**config.mk**
```make
export PLATFORM = sky130hd
export DESIGN_NAME = cdc_tx_arbiter
export DESIGN_NICKNAME = d
export VERILOG_FILES = /design/src/rtl/cdc_arb_pkg.sv /design/src/rtl/cdc_rr_pick.sv /design/src/rtl/cdc_tx_arbiter.sv
export SDC_FILE = /design/constraint.sdc
export NUM_CORES = 1
export LEC_CHECK = 0
export CAP_MARGIN = 25
export CORE_UTILIZATION = 43
export CTS_CLUSTER_SIZE = 10
export DETAILED_ROUTE_END_ITERATION = 8
export HOLD_SLACK_MARGIN = 0.05
export PLACE_DENSITY = 0.79
export RECOVER_POWER = 100
export SLEW_MARGIN = 20
export SYNTH_ARGS = -nofsm -noshare
export SYNTH_HDL_FRONTEND = slang
export SYNTH_SLANG_ARGS = --single-unit
```
**constraint.sdc**
```tcl
create_clock -name clk -period 3.02 [get_ports clk]
set_clock_uncertainty 0.15 [all_clocks]
set_input_delay 0.302 -clock clk [delete_from_list [all_inputs] [get_ports clk]]
set_output_delay 0.302 -clock clk [all_outputs]
set_load 0.01 [all_outputs]
```
**src/rtl/cdc_arb_pkg.sv**
```systemverilog
// Shared types and elaboration helpers for the synchronizer source-side arbiter.
package cdc_arb_pkg;

    typedef enum logic {
        IDLE = 1'b0,
        HOLD = 1'b1
    } arb_state_t;

    function automatic int clog2(input int value);
        int result;
        int v;
        result = 0;
        v = value - 1;
        while (v > 0) begin
            result = result + 1;
            v = v >> 1;
        end
        return result;
    endfunction

    // GUARD=1 would give a zero-width counter, so floor the width at one bit.
    function automatic int guard_width(input int guard);
        return (clog2(guard) < 1) ? 1 : clog2(guard);
    endfunction

endpackage

```
**src/rtl/cdc_rr_pick.sv**
```systemverilog
// Combinational round-robin picker: first set request at or above ptr, wrapping.
module cdc_rr_pick
    import cdc_arb_pkg::*;
#(
    parameter int N_REQ = 4
) (
    input  logic [N_REQ-1:0]        req,
    input  logic [clog2(N_REQ)-1:0] ptr,
    output logic                    valid,
    output logic [clog2(N_REQ)-1:0] idx
);

    localparam int IW = clog2(N_REQ);

    // Scan requesters starting at the pointer; the first hit wins.
    always_comb begin
        logic [IW-1:0] pos;
        valid = 1'b0;
        idx   = '0;
        pos   = '0;
        for (int k = 0; k < N_REQ; k++) begin
            pos = IW'((int'(ptr) + k) % N_REQ);
            if (!valid && req[pos]) begin
                valid = 1'b1;
                idx   = pos;
            end else begin
                valid = valid;
                idx   = idx;
            end
        end
    end

endmodule

```
**src/rtl/cdc_tx_arbiter.sv**
```systemverilog
// Source-domain controller sharing one flag/data synchronizer among N_REQ requesters:
// round-robin grant, one-cycle flag, then data held for GUARD cycles (longer while busy).
module cdc_tx_arbiter
    import cdc_arb_pkg::*;
#(
    parameter int N_REQ = 4,
    parameter int DW    = 8,
    parameter int GUARD = 96
) (
    input  logic                    clk,
    input  logic                    rst_n,
    input  logic [N_REQ-1:0]        req,
    input  logic [N_REQ*DW-1:0]     req_data,
    output logic [N_REQ-1:0]        ack,
    output logic                    cdc_flag,
    output logic [DW-1:0]           cdc_data,
    input  logic                    cdc_busy,
    output logic [clog2(N_REQ)-1:0] grant_id,
    output logic                    idle
);

    localparam int IW = clog2(N_REQ);
    localparam int CW = guard_width(GUARD);
    localparam logic [CW-1:0] GUARD_LOAD = CW'(GUARD - 1);
    localparam logic [IW-1:0] LAST_IDX   = IW'(N_REQ - 1);

    arb_state_t       state_r, state_s;
    logic [CW-1:0]    cnt_r, cnt_s;
    logic [IW-1:0]    ptr_r, ptr_s;
    logic             flag_r, flag_s;
    logic [N_REQ-1:0] ack_r, ack_s;
    logic [DW-1:0]    data_r, data_s;
    logic [IW-1:0]    gid_r, gid_s;
    logic             idle_r, idle_s;

    logic             pick_valid_s;
    logic [IW-1:0]    pick_idx_s;
    logic [DW-1:0]    pick_data_s;

    cdc_rr_pick #(
        .N_REQ(N_REQ)
    ) u_pick (
        .req  (req),
        .ptr  (ptr_r),
        .valid(pick_valid_s),
        .idx  (pick_idx_s)
    );

    // Select the data lane of the winning requester.
    always_comb begin
        pick_data_s = '0;
        for (int i = 0; i < N_REQ; i++) begin
            if (pick_idx_s == IW'(i)) begin
                pick_data_s = req_data[i*DW +: DW];
            end else begin
                pick_data_s = pick_data_s;
            end
        end
    end

    // Next-state and next-output logic; flag and ack default low so they pulse once.
    always_comb begin
        state_s = state_r;
        cnt_s   = cnt_r;
        ptr_s   = ptr_r;
        flag_s  = 1'b0;
        ack_s   = '0;
        data_s  = data_r;
        gid_s   = gid_r;
        case (state_r)
            IDLE: begin
                if (pick_valid_s) begin
                    state_s = HOLD;
                    cnt_s   = GUARD_LOAD;
                    ptr_s   = (pick_idx_s == LAST_IDX) ? '0 : pick_idx_s + IW'(1);
                    flag_s  = 1'b1;
                    ack_s   = {{(N_REQ-1){1'b0}}, 1'b1} << pick_idx_s;
                    data_s  = pick_data_s;
                    gid_s   = pick_idx_s;
                end else begin
                    state_s = IDLE;
                end
            end
            HOLD: begin
                // Counter saturates at zero; busy stretches the hold cycle-for-cycle.
                if (cnt_r == {CW{1'b0}}) begin
                    if (!cdc_busy) begin
                        state_s = IDLE;
                    end else begin
                        state_s = HOLD;
                    end
                end else begin
                    cnt_s = cnt_r - CW'(1);
                end
            end
            default: begin
                state_s = IDLE;
                cnt_s   = '0;
            end
        endcase
        idle_s = (state_s == IDLE);
    end

    // State and registered outputs.
    always_ff @(posedge clk or negedge rst_n) begin
        if (!rst_n) begin
            state_r <= IDLE;
            cnt_r   <= '0;
            ptr_r   <= '0;
            flag_r  <= 1'b0;
            ack_r   <= '0;
            data_r  <= '0;
            gid_r   <= '0;
            idle_r  <= 1'b1;
        end else begin
            state_r <= state_s;
            cnt_r   <= cnt_s;
            ptr_r   <= ptr_s;
            flag_r  <= flag_s;
            ack_r   <= ack_s;
            data_r  <= data_s;
            gid_r   <= gid_s;
            idle_r  <= idle_s;
        end
    end

    assign ack      = ack_r;
    assign cdc_flag = flag_r;
    assign cdc_data = data_r;
    assign grant_id = gid_r;
    assign idle     = idle_r;

endmodule

```
### Word-level counts from Yosys, hierarchy flattened

Cells that the tools add are included.

| word-level totals | value |
|---|---|
| flip-flop bits (word level) | 26 |
| input bits | 39 |

| cells by class | value |
|---|---|
| shift-type cells | 1 |
| eq/ne operators | 5 |
| $add $sub $neg | 5 |
| $lt $le $gt $ge | 4 |
| reduce and logical (&&, ||, !) cells | 10 |
| muxes and demuxes | 31 |
| bitwise operators | 2 |

Operators by type and width:

| cell | number |
|---|---|
| $mux W8 | 4 |
| $mux W7 | 2 |
| $pmux W7 S2 | 1 |
| $lt A2 B3 Y1 const B | 4 |
| $mux W1 | 12 |
| $mux W2 | 5 |
| $bmux W1 S2 | 4 |
| $mux W4 | 2 |
| $logic_not A7 Y1 | 1 |
| $sub A7 B1 Y7 const B | 1 |
| $add A2 B1 Y2 const B | 2 |
| $add A2 B2 Y2 const B | 2 |
| $eq A2 B2 Y1 const B | 2 |
| $ne A2 B2 Y1 const B | 2 |
| $reduce_and A2 Y1 | 2 |
| $shl A1 B2 Y4 const A | 1 |
| $logic_and A1 B1 Y1 | 3 |
| $logic_not A1 Y1 | 3 |
| $eq A2 B1 Y1 const B | 1 |
| $logic_not A2 Y1 | 1 |
| $not A1 Y1 | 2 |
| $pmux W1 S2 | 1 |

### Depth between registers and ports, before layout

| logic depth | value |
|---|---|
| depth after elaboration | 17 |
| depth in mapped cells | 11 |
| depth with buffers taken out | 9 |

### Hierarchy

From an unflattened synthesis, not the netlist that was laid out.

| second synthesis, totals | value |
|---|---|
| cell total of the unflattened synthesis | 162 |
| area total of the unflattened synthesis | 1478.9 sq um |

Modules (own cells, without submodules):

| module | area each (sq um) | instances | cells an instance |
|---|---|---|---|
| cdc_tx_arbiter | 1401.3 | 1 | 147 |
| cdc_rr_pick | 77.6 | 1 | 15 |

### Least setup slack after synthesis

No wires, ideal clock.

| timing | value |
|---|---|
| path type | in2reg |
| from | input port req[3] |
| to | register data_r[6] (netlist: cdc_data[6]) |
| data arrival time | 2086 ps |
| required time | 2793 ps |
| cell stages on the path | 9 |
| setup slack | 707 ps |
| library setup time | 77 ps |
| cell sequence | or4_1 -> buf_2 -> nand2_1 -> ha_1 -> clkbuf_1 -> clkbuf_1 -> a221oi_1 -> a211o_1 -> a21oi_1 |

| on the way | value |
|---|---|
| cells in the longest elaborated chain, start to end | 17 |
| elaborated cells on any way between the ends | 31 |

RTL lines:

| what | RTL line | RTL |
|---|---|---|
| start, declared | cdc_tx_arbiter.sv:12 | `input logic [N_REQ-1:0] req,` |
| $bmux W1 S2 | cdc_rr_pick.sv:23 | `if (!valid && req[pos]) begin` |
| $mux W1 (implied by the code) | cdc_rr_pick.sv:23 |  |
| $mux W1 | cdc_rr_pick.sv:23 |  |
| $logic_not A1 Y1 | cdc_rr_pick.sv:23 |  |
| $logic_and A1 B1 Y1 | cdc_rr_pick.sv:23 |  |
| $mux W1 | cdc_rr_pick.sv:23 |  |
| $logic_not A1 Y1 | cdc_rr_pick.sv:23 |  |
| $logic_and A1 B1 Y1 | cdc_rr_pick.sv:23 |  |
| $mux W1 | cdc_rr_pick.sv:23 |  |
| $logic_not A1 Y1 | cdc_rr_pick.sv:23 |  |
| $logic_and A1 B1 Y1 | cdc_rr_pick.sv:23 |  |
| $mux W2 | cdc_rr_pick.sv:23 |  |
| $logic_not A2 Y1 | cdc_tx_arbiter.sv:53 | `if (pick_idx_s == IW'(i)) begin` |
| $mux W8 (4 in series) | cdc_tx_arbiter.sv:53 |  |
| end signal, assigned | cdc_tx_arbiter.sv:121 | `data_r <= data_s;` |
| end, declared | cdc_tx_arbiter.sv:32 | `logic [DW-1:0] data_r, data_s;` |

Several ways; a longest one is shown, not always the timed one. The select of a mux whose other input is x is not followed.
A chain may end at the register's enable or synchronous reset.

### Worst setup path after layout

| timing | value |
|---|---|
| from | input port req[0] |
| to | register ack_r[0] (netlist: ack[0]) |

| on the way | value |
|---|---|
| cells in the longest elaborated chain, start to end | 15 |
| elaborated cells on any way between the ends | 25 |

RTL lines:

| what | RTL line | RTL |
|---|---|---|
| $bmux W1 S2 | cdc_rr_pick.sv:23 |  |
| $mux W1 (implied by the code) | cdc_rr_pick.sv:23 |  |
| $mux W1 | cdc_rr_pick.sv:23 |  |
| $logic_not A1 Y1 | cdc_rr_pick.sv:23 |  |
| $logic_and A1 B1 Y1 | cdc_rr_pick.sv:23 |  |
| $mux W1 | cdc_rr_pick.sv:23 |  |
| $logic_not A1 Y1 | cdc_rr_pick.sv:23 |  |
| $logic_and A1 B1 Y1 | cdc_rr_pick.sv:23 |  |
| $mux W1 | cdc_rr_pick.sv:23 |  |
| $logic_not A1 Y1 | cdc_rr_pick.sv:23 |  |
| $logic_and A1 B1 Y1 | cdc_rr_pick.sv:23 |  |
| $mux W2 | cdc_rr_pick.sv:23 |  |
| $shl A1 B2 Y4 | cdc_tx_arbiter.sv:77 | `ack_s = {{(N_REQ-1){1'b0}}, 1'b1} << pick_idx_s;` |
| $mux W4 (*) | cdc_tx_arbiter.sv:72 | `if (pick_valid_s) begin` |
| $mux W4 (*) | cdc_tx_arbiter.sv:70 | `case (state_r)` |
| named net ack_s[0] | cdc_tx_arbiter.sv:31 | `logic [N_REQ-1:0] ack_r, ack_s;` |
| end signal, assigned | cdc_tx_arbiter.sv:120 | `ack_r <= ack_s;` |
| end, declared | cdc_tx_arbiter.sv:31 |  |

The timed path passes the listed nets; every way through them passes the cells marked *. The select of a mux whose other input is x is not followed.

==> reports/metrics.cfg <==
[run_status]
status=finished, final reports clean

[routing]
wl_per_cell_um=14.4
drtIter0Drc=44
routed_via_density=5.53
num_vias=1382
finalWirelength_um=3590
ant_nets=0
dr.pass1.iters=6
route.detailed.drc=0

[clock_network]
insertion_delay_ns=0.32
cts-root-buf=clkbuf_4
cts-resized-gates=0
clk_path_buf_depth=2
cts_setup_buffers=0
cts_tree=built
cts_made_buffers=3
cts.sinks=26
htree_levels=1
holdBufCountCts=0
clkTransAtPathRegs_ns=0.15

[sta]
min_period_ns=2.60
max_freq_mhz=385
fin_tns_setup_ns=0
slew_headroom_pct=10.1
post-route-period-util_pct=86.1
hold_viol_final=0
drv_slew=0
rsz0062_at_grt=false
tightest_slew_ns=1.35
setup_viol=0
timing.final.ws_setup_ns=0.420

[die]
die-area_um2=3550
boundaryPins=55
die_w_um=59.6
die_h_um=59.6
initial_core_util_pct=45.9
std_cell_rows=20
core_um2=3100

[worst_hold_path]
min_from=grant_id[0]$_DFFE_PN0P_
hold_path_class=reg -> reg

[critical_path]
end_kind=flop
path_cells=clkdlybuf4s50_1, or4_1, clkbuf_1, nand2b_1, inv_1, and2_0
worstSetupPathType=in -> reg
startpoint=req[0]
cp_max_fo=18
cp_slowest_stage_delay_ns=0.54
critPathLaunchType=input port
arrival_ns=2.67
crit_slowest_cell=or4_1
required_ns=3.09
r2r_start=ptr_r[1]$_DFFE_PN0P_

[final_layout]
nets=251
seq_area_um2=652
fillers=277
layout-drive-gt1-share_pct=4.85
antennaDiodeCount=0
final_common_cell=clkdlybuf4s50_1
area_growth_pct=43.4
mostFrequentLayoutCells=clkdlybuf4s50_1 (37), dfrtp_1 (25), a21oi_1 (20)
multi_input_area_um2=664

[synth]
ys_seq_area_share_pct=45.7
muxShareOfSynthArea_pct=1.40
synth-edff-count=0
syn_avg_cell_area_um2=9.25
synth_compound_area_share_pct=24.8
synthSimpleGateAreaFrac_pct=16.2
synthAdderAreaFrac_pct=4.39
synth_xor_area_share_pct=0.615
synth_cell_types=38
syn_area_um2=1430
syn_inst=154
syn_nets=198
synth-seq-cells=26
synth_top_family_by_area=compound AO/OA/AOI/OAI gates
async_reset_ff_share_pct=100
synth_ff_type=dfrtp_1
yosysWarnings=0

[job]
cap_violations=0

[grt]
antenna_found_initial=0
track_usage_pct=21.3
overflow=0
grt_max_degree=27
grt_pass1_vias=1297
grt_pass1_wl_um=5600

[placed_design]
place_ws_ns=0.274
io_buffers=54
place_congestion=0.811
post-dp-hpwl_um=2730

[pwr]
power.density_nw_per_um2=795
ir_drop_v=0.000386
p_leak_nw=0.946

==> flip-flops by register name, summed over array words and instances (netlist names) <==
signal,flops
ack,4
cdc_data,8
cdc_flag,1
cnt_r,7
grant_id,2
idle,1
ptr_r,2
state_r,1
==> path summary, 6_finish.rpt <==
| path | to | slack, ns | cells past startpoint |
|---|---|---|---|
| max in group asynchronous | cdc_data[6]$_DFFE_PN0P_ | 1.30 | 2 |
| hold / removal | grant_id[0]$_DFFE_PN0P_ | 0.36 | 2 |
| min in group asynchronous | grant_id[0]$_DFFE_PN0P_ | 0.63 | 2 |
| hold reg to reg | grant_id[0]$_DFFE_PN0P_ | 0.36 | 2 |
| setup / recovery | ack[0]$_DFF_PN0_ | 0.42 | 6 |
| setup reg to reg | cdc_data[5]$_DFFE_PN0P_ | 0.72 | 8 |
==> metrics by stage <==
stage / hold slack, ns / cell area [um2] / total power, mW / std cells / utilization, %
2_1_floorplan: -0.144 / 1430 / 1.10 / 154 / -
3_3_place_gp: 0.328 / 2010 / 1.38 / 246 / 64.8
3_5_place_dp: 0.327 / 2010 / 1.43 / 246 / 64.8
4_1_cts: 0.164 / 2060 / 1.67 / 250 / 66.5
5_1_grt: 0.387 / 2040 / 1.74 / 250 / 65.8
6_report: 0.358 / 2040 / 1.62 / 250 / 65.8
==> kinds of logic after synthesis <==
family / after synthesis
AOI/OAI and AO/OA: 52
and+or+nand+nor: 43
DFF: 26
buffers and inverters: 25
adders and majority gates: 5
muxes: 2
xor gates and xnor gates: 1
==> power by group <==
| group | total, mW | internal (mW) | leakage (nW) | switching, mW |
|---|---|---|---|---|
| sequential | 0.582 | 0.478 | 0.319 | 0.104 |
| combinational | 0.802 | 0.416 | 0.599 | 0.386 |
| clock | 0.240 | 0.134 | 0.0279 | 0.105 |
==> Yosys cell counts, drive strengths merged (2+ instances only) <==
library cell   n  area, um2
dfrtp         25        626
a21oi         20        100
inv           15       56.3
nor2          14       52.6
a211o          8       70.1
a221oi         8       70.1
nand2          8       30.0
clkbuf         7       26.3
ha             5       62.6
nand2b         5       33.8
o21ai          5       25.0
and2           4       25.0
buf            3       15.0
a31oi          2       18.8
and3           2       17.5
mux2i          2       20.0
nand3          2       10.0
nor3           2       10.0
o22ai          2       12.5
or3            2       17.5
==> area by class of cell <==
type / count / share of cell area [%]
clock buffer: 3 / 1.10
clock inverter: 1 / 1.47
inverter: 15 / 2.76
multi-input combinational: 103 / 32.5
sequential: 26 / 31.9
tap: 44 / 2.69
timing repair buffer: 58 / 27.6
==> per-layer routing <==
layer	vias up	track usage, %	wire length (um)
li1	649	-	-
met1	672	25.1	1410
met2	49	38.5	1980
met3	12	3.49	139
met4	0	7.97	63
met5	-	0	0
==> worst max-delay path, delay by kind of cell <==
family        cells  cell delay, ns
buf+inv           3            1.10
simple gates      3            1.27
Power figures use the tool's default switching activity.
